--- config.mk ---
export PLATFORM = sky130hd
export DESIGN_NAME = conta_updown_mod_param
export DESIGN_NICKNAME = d
export VERILOG_FILES = /design/src/rtl/conta_pkg.sv /design/src/rtl/conta_presc.sv /design/src/rtl/conta_updown_mod_param.sv
export SDC_FILE = /design/constraint.sdc
export NUM_CORES = 1
export LEC_CHECK = 0
export CAP_MARGIN = 20
export CELL_PAD_IN_SITES_DETAIL_PLACEMENT = 0
export CELL_PAD_IN_SITES_GLOBAL_PLACEMENT = 1
export CORE_ASPECT_RATIO = 1.25
export CORE_MARGIN = 2
export CORE_UTILIZATION = 39
export DETAILED_ROUTE_END_ITERATION = 12
export MAX_ROUTING_LAYER = met4
export PLACE_DENSITY = 0.86
export SKIP_LAST_GASP = 1
export SLEW_MARGIN = 0
export SYNTH_ARGS = -nofsm -noshare
export SYNTH_HDL_FRONTEND = slang
export SYNTH_HIERARCHICAL = 1
export SYNTH_SLANG_ARGS = --single-unit
--- constraint.sdc ---
create_clock -name clk -period 4 [get_ports clk]
set_input_delay 0.8 -clock clk [delete_from_list [all_inputs] [get_ports clk]]
set_output_delay 0.8 -clock clk [all_outputs]
set_load 0.03 [all_outputs]
--- src/rtl/conta_pkg.sv ---
// Shared definitions for the up/down modulo counter family.
package conta_pkg;

  // Count direction as seen on the dir input.
  typedef enum logic {
    DIR_DOWN = 1'b0,
    DIR_UP   = 1'b1
  } dir_e;

  localparam int unsigned N_DEF   = 8;
  localparam int unsigned P_W_DEF = 4;

endpackage

--- src/rtl/conta_presc.sv ---
// Programmable prescaler: emits tick once every presc+1 enabled cycles.
module conta_presc
  import conta_pkg::*;
#(
  parameter int unsigned P_W = P_W_DEF
) (
  input  logic           clk,
  input  logic           reset,
  input  logic           clear,
  input  logic           enable,
  input  logic [P_W-1:0] presc,
  output logic           tick
);

  logic [P_W-1:0] pc;
  logic           hit;

  // An exact match is required; a presc lowered below pc lets pc roll over first.
  assign hit  = (pc == presc);
  assign tick = enable & hit;

  // Prescaler count: restarts on match, freezes while disabled.
  always_ff @(posedge clk) begin
    if (reset) begin
      pc <= '0;
    end else if (clear) begin
      pc <= '0;
    end else if (enable) begin
      pc <= hit ? '0 : pc + 1'b1;
    end
  end

endmodule

--- src/rtl/conta_updown_mod_param.sv ---
// Modulo-(M+1) up/down counter with load, prescaler, cascade carry and wrap pulse.
module conta_updown_mod_param
  import conta_pkg::*;
#(
  parameter int unsigned N   = N_DEF,
  parameter int unsigned P_W = P_W_DEF
) (
  input  logic           clk,
  input  logic           reset,
  input  logic           enable,
  input  logic           dir,
  input  logic           load,
  input  logic [N-1:0]   d,
  input  logic [N-1:0]   M,
  input  logic [P_W-1:0] presc,
  output logic [N-1:0]   q,
  output logic           tc,
  output logic           wrap
);

  logic         tick;
  logic         dir_up;
  logic         up_wrap;
  logic         dn_wrap;
  logic [N-1:0] q_next;

  conta_presc #(
    .P_W(P_W)
  ) u_presc (
    .clk   (clk),
    .reset (reset),
    .clear (load),
    .enable(enable),
    .presc (presc),
    .tick  (tick)
  );

  assign dir_up  = (dir == DIR_UP);
  // Out-of-range values (q > M) always take the wrap path, so +1/-1 never overflow.
  assign up_wrap = (q >= M);
  assign dn_wrap = (q == '0) || (q > M);

  // Terminal count: high in exactly the cycle whose edge wraps the counter.
  always_comb begin
    tc = 1'b0;
    if (tick && !reset && !load) begin
      tc = dir_up ? up_wrap : dn_wrap;
    end
  end

  // Next count on a tick.
  always_comb begin
    q_next = q;
    if (tick) begin
      if (dir_up) begin
        q_next = up_wrap ? '0 : q + 1'b1;
      end else begin
        q_next = dn_wrap ? M : q - 1'b1;
      end
    end
  end

  // Count register: reset > load > tick > hold.
  always_ff @(posedge clk) begin
    if (reset) begin
      q <= '0;
    end else if (load) begin
      q <= d;
    end else begin
      q <= q_next;
    end
  end

  // Wrap pulse: registered copy of tc.
  always_ff @(posedge clk) begin
    if (reset || load) begin
      wrap <= 1'b0;
    end else begin
      wrap <= tc;
    end
  end

endmodule

* Yosys cells after proc, flatten, opt, wreduce, memory -nomap -nowiden
Cells that the tools add are included.
Widths: inputs -> output; s select.
** Storage, ports and cells
- Flip-flop bits (word level) :: 13
- Latch bits :: 0
- RAM bits :: 0
- Bits in read-only memories :: 0
- Bits of input ports :: 25
- Output and inout port bits :: 10
- Logic and storage cells :: 27
- Memories kept :: 0
** Cells by class
- Add/sub/neg operators :: 3
- Multiply operators :: 0
- Div/mod/pow operators :: 0
- Order comparisons :: 2
- Eq/ne operators :: 1
- Shift-type cells :: 0
- Multiplexer cells :: 8
- Bitwise operators :: 1
- Reduce and logical (&&, ||, !) cells :: 9
** Operator list (count)
- $mux 8 :: 5
- $add 8x1->8 const B :: 1
- $ge 8x8->1 :: 1
- $gt 8x8->1 :: 1
- $logic_not 8->1 :: 1
- $sub 8x1->8 const B :: 1
- $add 4x1->4 const B :: 1
- $eq 4x4->1 :: 1
- $mux 4 :: 1
- $logic_and 1x1->1 :: 2
- $logic_not 1->1 :: 2
- $logic_or 1x1->1 :: 2
- $mux 1 :: 2
- $reduce_bool 2->1 :: 1
- $reduce_or 2->1 :: 1
- $and 1x1->1 :: 1

* Logic depth before layout (Yosys ltp)
- Depth in word-level cells :: 6
- Mapped depth :: 9
- Depth with buffers taken out :: 9

* By module
The synthesis kept the hierarchy.
** By module, submodules not included
- conta_updown_mod_param :: times used 1, cells each 157, area each 1171.1 um2, seq. area each 180.2 um2
- conta_presc :: times used 1, cells each 26, area each 266.5 um2, seq. area each 80.1 um2

* Least setup slack after synthesis
Ideal clock, no wire load.
- Path type :: input port to output port
- Start point :: input port presc[1]
- End point :: output port tc
- Arrival time :: 2.372 ns
- Data required time :: 3.200 ns
- Setup slack :: 0.828 ns
- Stages on the path :: 6
- Path buffers :: 1
- Cells stage by stage :: xor2_1 nor3_2 and2_1 clkbuf_1 nand3_1 a31oi_1
** On the way
- Cells in the longest elaborated chain, start to end :: 5
** Ends and longest elaborated chain
- start, declared :: RTL line conta_updown_mod_param.sv:15 : input logic [P_W-1:0] presc,
- $eq 4x4->1 :: RTL line conta_presc.sv:19 : assign hit = (pc == presc);
- $and 1x1->1 :: RTL line conta_presc.sv:20 : assign tick = enable & hit;
- named net tick :: RTL line conta_updown_mod_param.sv:21 : logic tick;
- $logic_and 1x1->1 (2 in a row) :: RTL line conta_updown_mod_param.sv:46 : if (tick && !reset && !load) begin
- $mux 1 :: RTL line conta_updown_mod_param.sv:46
- end, declared :: RTL line conta_updown_mod_param.sv:17 : output logic tc,
The timed path passes the listed nets, and every way through them passes these cells.

* Worst setup path in the final report
- Start point :: input port M[7]
- End point :: output port tc
** On the way
- Cells in the longest elaborated chain, start to end :: 4
- Elaborated cells on any way between the ends :: 5
** Ends and longest elaborated chain
- start, declared :: RTL line conta_updown_mod_param.sv:14 : input logic [N-1:0] M,
- $gt 8x8->1 :: RTL line conta_updown_mod_param.sv:41 : assign dn_wrap = (q == '0) || (q > M);
- $logic_or 1x1->1 :: RTL line conta_updown_mod_param.sv:41
- $mux 1 (*) :: RTL line conta_updown_mod_param.sv:47 : tc = dir_up ? up_wrap : dn_wrap;
- $mux 1 (*) :: RTL line conta_updown_mod_param.sv:46
Every way passes the cells marked *; elsewhere a longest branch is shown, timed or not.

==> tab_implementation.tex <==
\begin{tabular}{lr}
\hline
Metric & Value \\
\hline
\multicolumn{2}{l}{\textbf{Global route}} \\
Met2 usage & 37.1\% \\
Number of global-route vias before repair & 1496 \\
Largest net degree at the start of global routing & 14 \\
Global-route met1 utilization & 25.5\% \\
GR Util met3 & 2.89\% \\
Overall global routing resource usage & 21.7\% \\
Sum of overflow across all layers after global routing & 0 \\
Global-route wire length before repair & 6890 µm \\
Busiest metal layer after global routing & met2 \\
Number of antenna violations at the first check in global routing & 0 \\
\multicolumn{2}{l}{\textbf{STA}} \\
Worst hold margin & 0.603 ns \\
Clock period minus final worst setup slack & 3.35 ns \\
Setup-failing EPs final & 0 \\
Slew at the pin with the worst max-slew slack & 0.582 ns \\
Final number of hold-violating endpoints & 0 \\
Number of max-slew violations in the final report & 0 \\
Setup total negative slack & 0 ns \\
Final Cycle Share & 83.9\% \\
Worst clock skew & 0.00582 ns \\
Remaining max-slew budget at the tightest pin & 61.1\% \\
Max Clock Freq & 298 MHz \\
RSZ-0062 raised after global routing & no \\
\multicolumn{2}{l}{\textbf{Drt}} \\
Aggregate routed wire length & 4120 µm \\
Number of DRC violations after detailed-routing iteration 0 & 65 \\
Vias post-DR & 1498 \\
Post-detailed-route wirelength per cell & 16.2 µm \\
Total DRC errors in the routed layout & 0 \\
TritonRoute pass-1 iters & 4 \\
DR vias/cell & 5.90 \\
Post-route ant nets & 0 \\
\multicolumn{2}{l}{\textbf{Critical path}} \\
Critical Setup Path Class & in2out \\
CP Capture Type & output port \\
Data required time of the worst path & 3.20 ns \\
Worst endpoint data arrival time & 2.55 ns \\
Worst-case reg-to-reg path depth & 7 \\
Sort of element at the start of the critical path & input port \\
Largest fanout of any net on the critical path & 4 \\
\multicolumn{2}{l}{\textbf{Cells and area}} \\
Diodes inserted & 0 \\
Number of nets in the final layout & 253 \\
Layout cell share with drive strength beyond 1 & 8.37\% \\
Post-synthesis to final-layout area growth & 28.1\% \\
\# fillers & 368 \\
Fin cells & 254 \\
\multicolumn{2}{l}{\textbf{Hold path}} \\
Type of the worst min-delay path & reg2reg \\
Hold Path Depth & 2 \\
\multicolumn{2}{l}{\textbf{Logic synthesis}} \\
Async set-reset flop share out of synthesis & 0\% \\
Warning count from the yosys run & 6 \\
Synth Flop Type & dfxtp\_1 \\
Net Count, Synth & 220 \\
Register bit count reported by yosys & 13 \\
Mapped Avg Cell Area & 7.86 µm² \\
Distinct cells, synth & 44 \\
Number of cells produced by synthesis & 183 \\
Post-synthesis sequential area ratio & 18.1\% \\
Mapped cell area & 1440 µm² \\
Number of enable flip-flop cells after synthesis & 0 \\
\multicolumn{2}{l}{\textbf{CTS}} \\
CTS HTree Levels & 1 \\
CTS tree & yes \\
Post-CTS setup buffers & 0 \\
Clock Root Buffer & clkbuf\_8 \\
Clock latency of the later-clocked register in the worst-skew pair & 0.25 ns \\
CTS sink cnt & 13 \\
Max Buffers Root-to-Sink & 2 \\
Post-CTS Hold Fix Bufs & 0 \\
Number of buffers inserted during clock tree synthesis & 3 \\
Number of instances resized during post-cts repair & 0 \\
Clock slew seen by the registers of the worst setup and hold paths & 0.06 ns \\
\multicolumn{2}{l}{\textbf{Floorplan}} \\
Height of the chip & 71.9 µm \\
Core region area & 3510 µm² \\
Number of placed I/O pins & 35 \\
Placement Rows & 24 \\
Die width & 58.3 µm \\
Overall die area & 4190 µm² \\
Starting Density & 40.9\% \\
\multicolumn{2}{l}{\textbf{Place}} \\
GPL Wtd Cong & 0.833 \\
Placed instance count & 250 \\
Input/output buffers & 34 \\
Estimated wirelength of the detail-placed design & 3130 µm \\
\multicolumn{2}{l}{\textbf{Power}} \\
Leakage power figure & 0.742 nW \\
Power per standard cell area & 309 nW/µm² \\
Maximum ir drop on the vdd rail & 178 µV \\
\multicolumn{2}{l}{\textbf{Run}} \\
Max\_cap viols & 0 \\
\multicolumn{2}{l}{\textbf{Status}} \\
Outcome & finished clean \\
\hline
\end{tabular}
==> state kept, by name, summed over array words and instances, names as in the netlist <==
register	cells
u_presc/pc	4
wrap	1
q	8
==> placed cells by master (no fill, tap or decap), types with 4 or more instances in the layout <==
cell type and count:
inv_1 15, nand2b_1 7, nand2_1 13, ha_1 12
clkdlybuf4s50_1 33, buf_4 4, nand4_1 4, nor2_1 11
xor2_1 9, dfxtp_1 13, a31oi_1 5, nor3_1 4
o21ai_0 9, o211ai_1 6, mux2i_1 8, a21oi_1 9
nand3_1 6, o221ai_1 5
==> logic make-up (layout without fill, tap and decap cells) <==
family | after synthesis | in the layout | synth area share (%)
XOR/XNOR | 12 | 12 | 7.31
buffers and inverters | 24 | 56 | 7.48
multiplexers | 10 | 10 | 7.40
flip-flops | 13 | 13 | 18.1
AND/OR/NAND/NOR | 57 | 57 | 21.8
adder cells (fa/ha/maj) | 12 | 12 | 10.4
AO/OA/AOI/OAI | 55 | 55 | 27.5
==> per-layer routing <==
metal / part of all wire [%] / vias up
met4: 1.5 / 0
met5: 0 / -
met3: 5.1 / 8
met1: 43 / 706
li1: - / 741
met2: 50 / 43
==> through the flow <==
step	utilization, %	power [mW]	instance area, µm²	setup WS [ns]
after floorplan	-	0.359	1440	0.828
after global routing	52.4	0.611	1840	0.566
after detailed placement	51.1	0.442	1800	0.659
after CTS	52.4	0.573	1840	0.659
final	52.4	0.570	1840	0.646
after global placement	51.1	0.437	1800	0.701
==> worst max-delay path, stage by stage <==
cell and delay (ns):
clkdlybuf4s50_1 0.48, inv_1 0.05, ha_1 0.31, nand4_1 0.20, nor2_1 0.10, a211o_1 0.27
a31oi_1 0.17, buf_4 0.18
==> report_power, final <==
part,switching [mW],internal (mW),total (mW)
clock network,0.0609,0.0691,0.130
logic,0.136,0.123,0.259
registers,0.0385,0.142,0.181
total,0.236,0.334,0.570
==> synthesized netlist by cell type (3+ instances only) <==
master | instances | area, µm²
inv_1 | 15 | 56.3
dfxtp_1 | 13 | 260
nand2_1 | 13 | 48.8
ha_1 | 12 | 150
nor2_1 | 11 | 41.3
a21oi_1 | 9 | 45.0
o21ai_0 | 9 | 45.0
xor2_1 | 9 | 78.8
mux2i_1 | 8 | 80.1
nand2b_1 | 7 | 43.8
nand3_1 | 6 | 30.0
o211ai_1 | 6 | 45.0
a31oi_1 | 5 | 31.3
clkbuf_1 | 5 | 18.8
o221ai_1 | 5 | 43.8
nand4_1 | 4 | 25.0
nor3_1 | 4 | 20.0
o21ai_1 | 3 | 15.0
xnor2_1 | 3 | 26.3
==> cell type report <==
type	count	area, µm²	share of cell area (%)
Clock buffer	3	41.3	2.24
Clock inverter	1	5.00	0.272
Inverter	15	56.3	3.06
Multi-Input combinational cell	146	1070	58.1
Sequential cell	13	260	14.1
Tap cell	39	48.8	2.65
Timing Repair Buffer	37	360	19.6
==> path summary, 6_finish.rpt <==
path	slack, ns	end	startpoint
worst min register to register	0.60	u_presc/pc[0]	u_presc/pc[0]
worst min-delay path	0.60	u_presc/pc[0]	u_presc/pc[0]
worst max-delay path	0.65	tc	M[7]
worst max register to register	1.45	q[1]	q[0]
No activity file was read; power rests on OpenSTA's default activity.
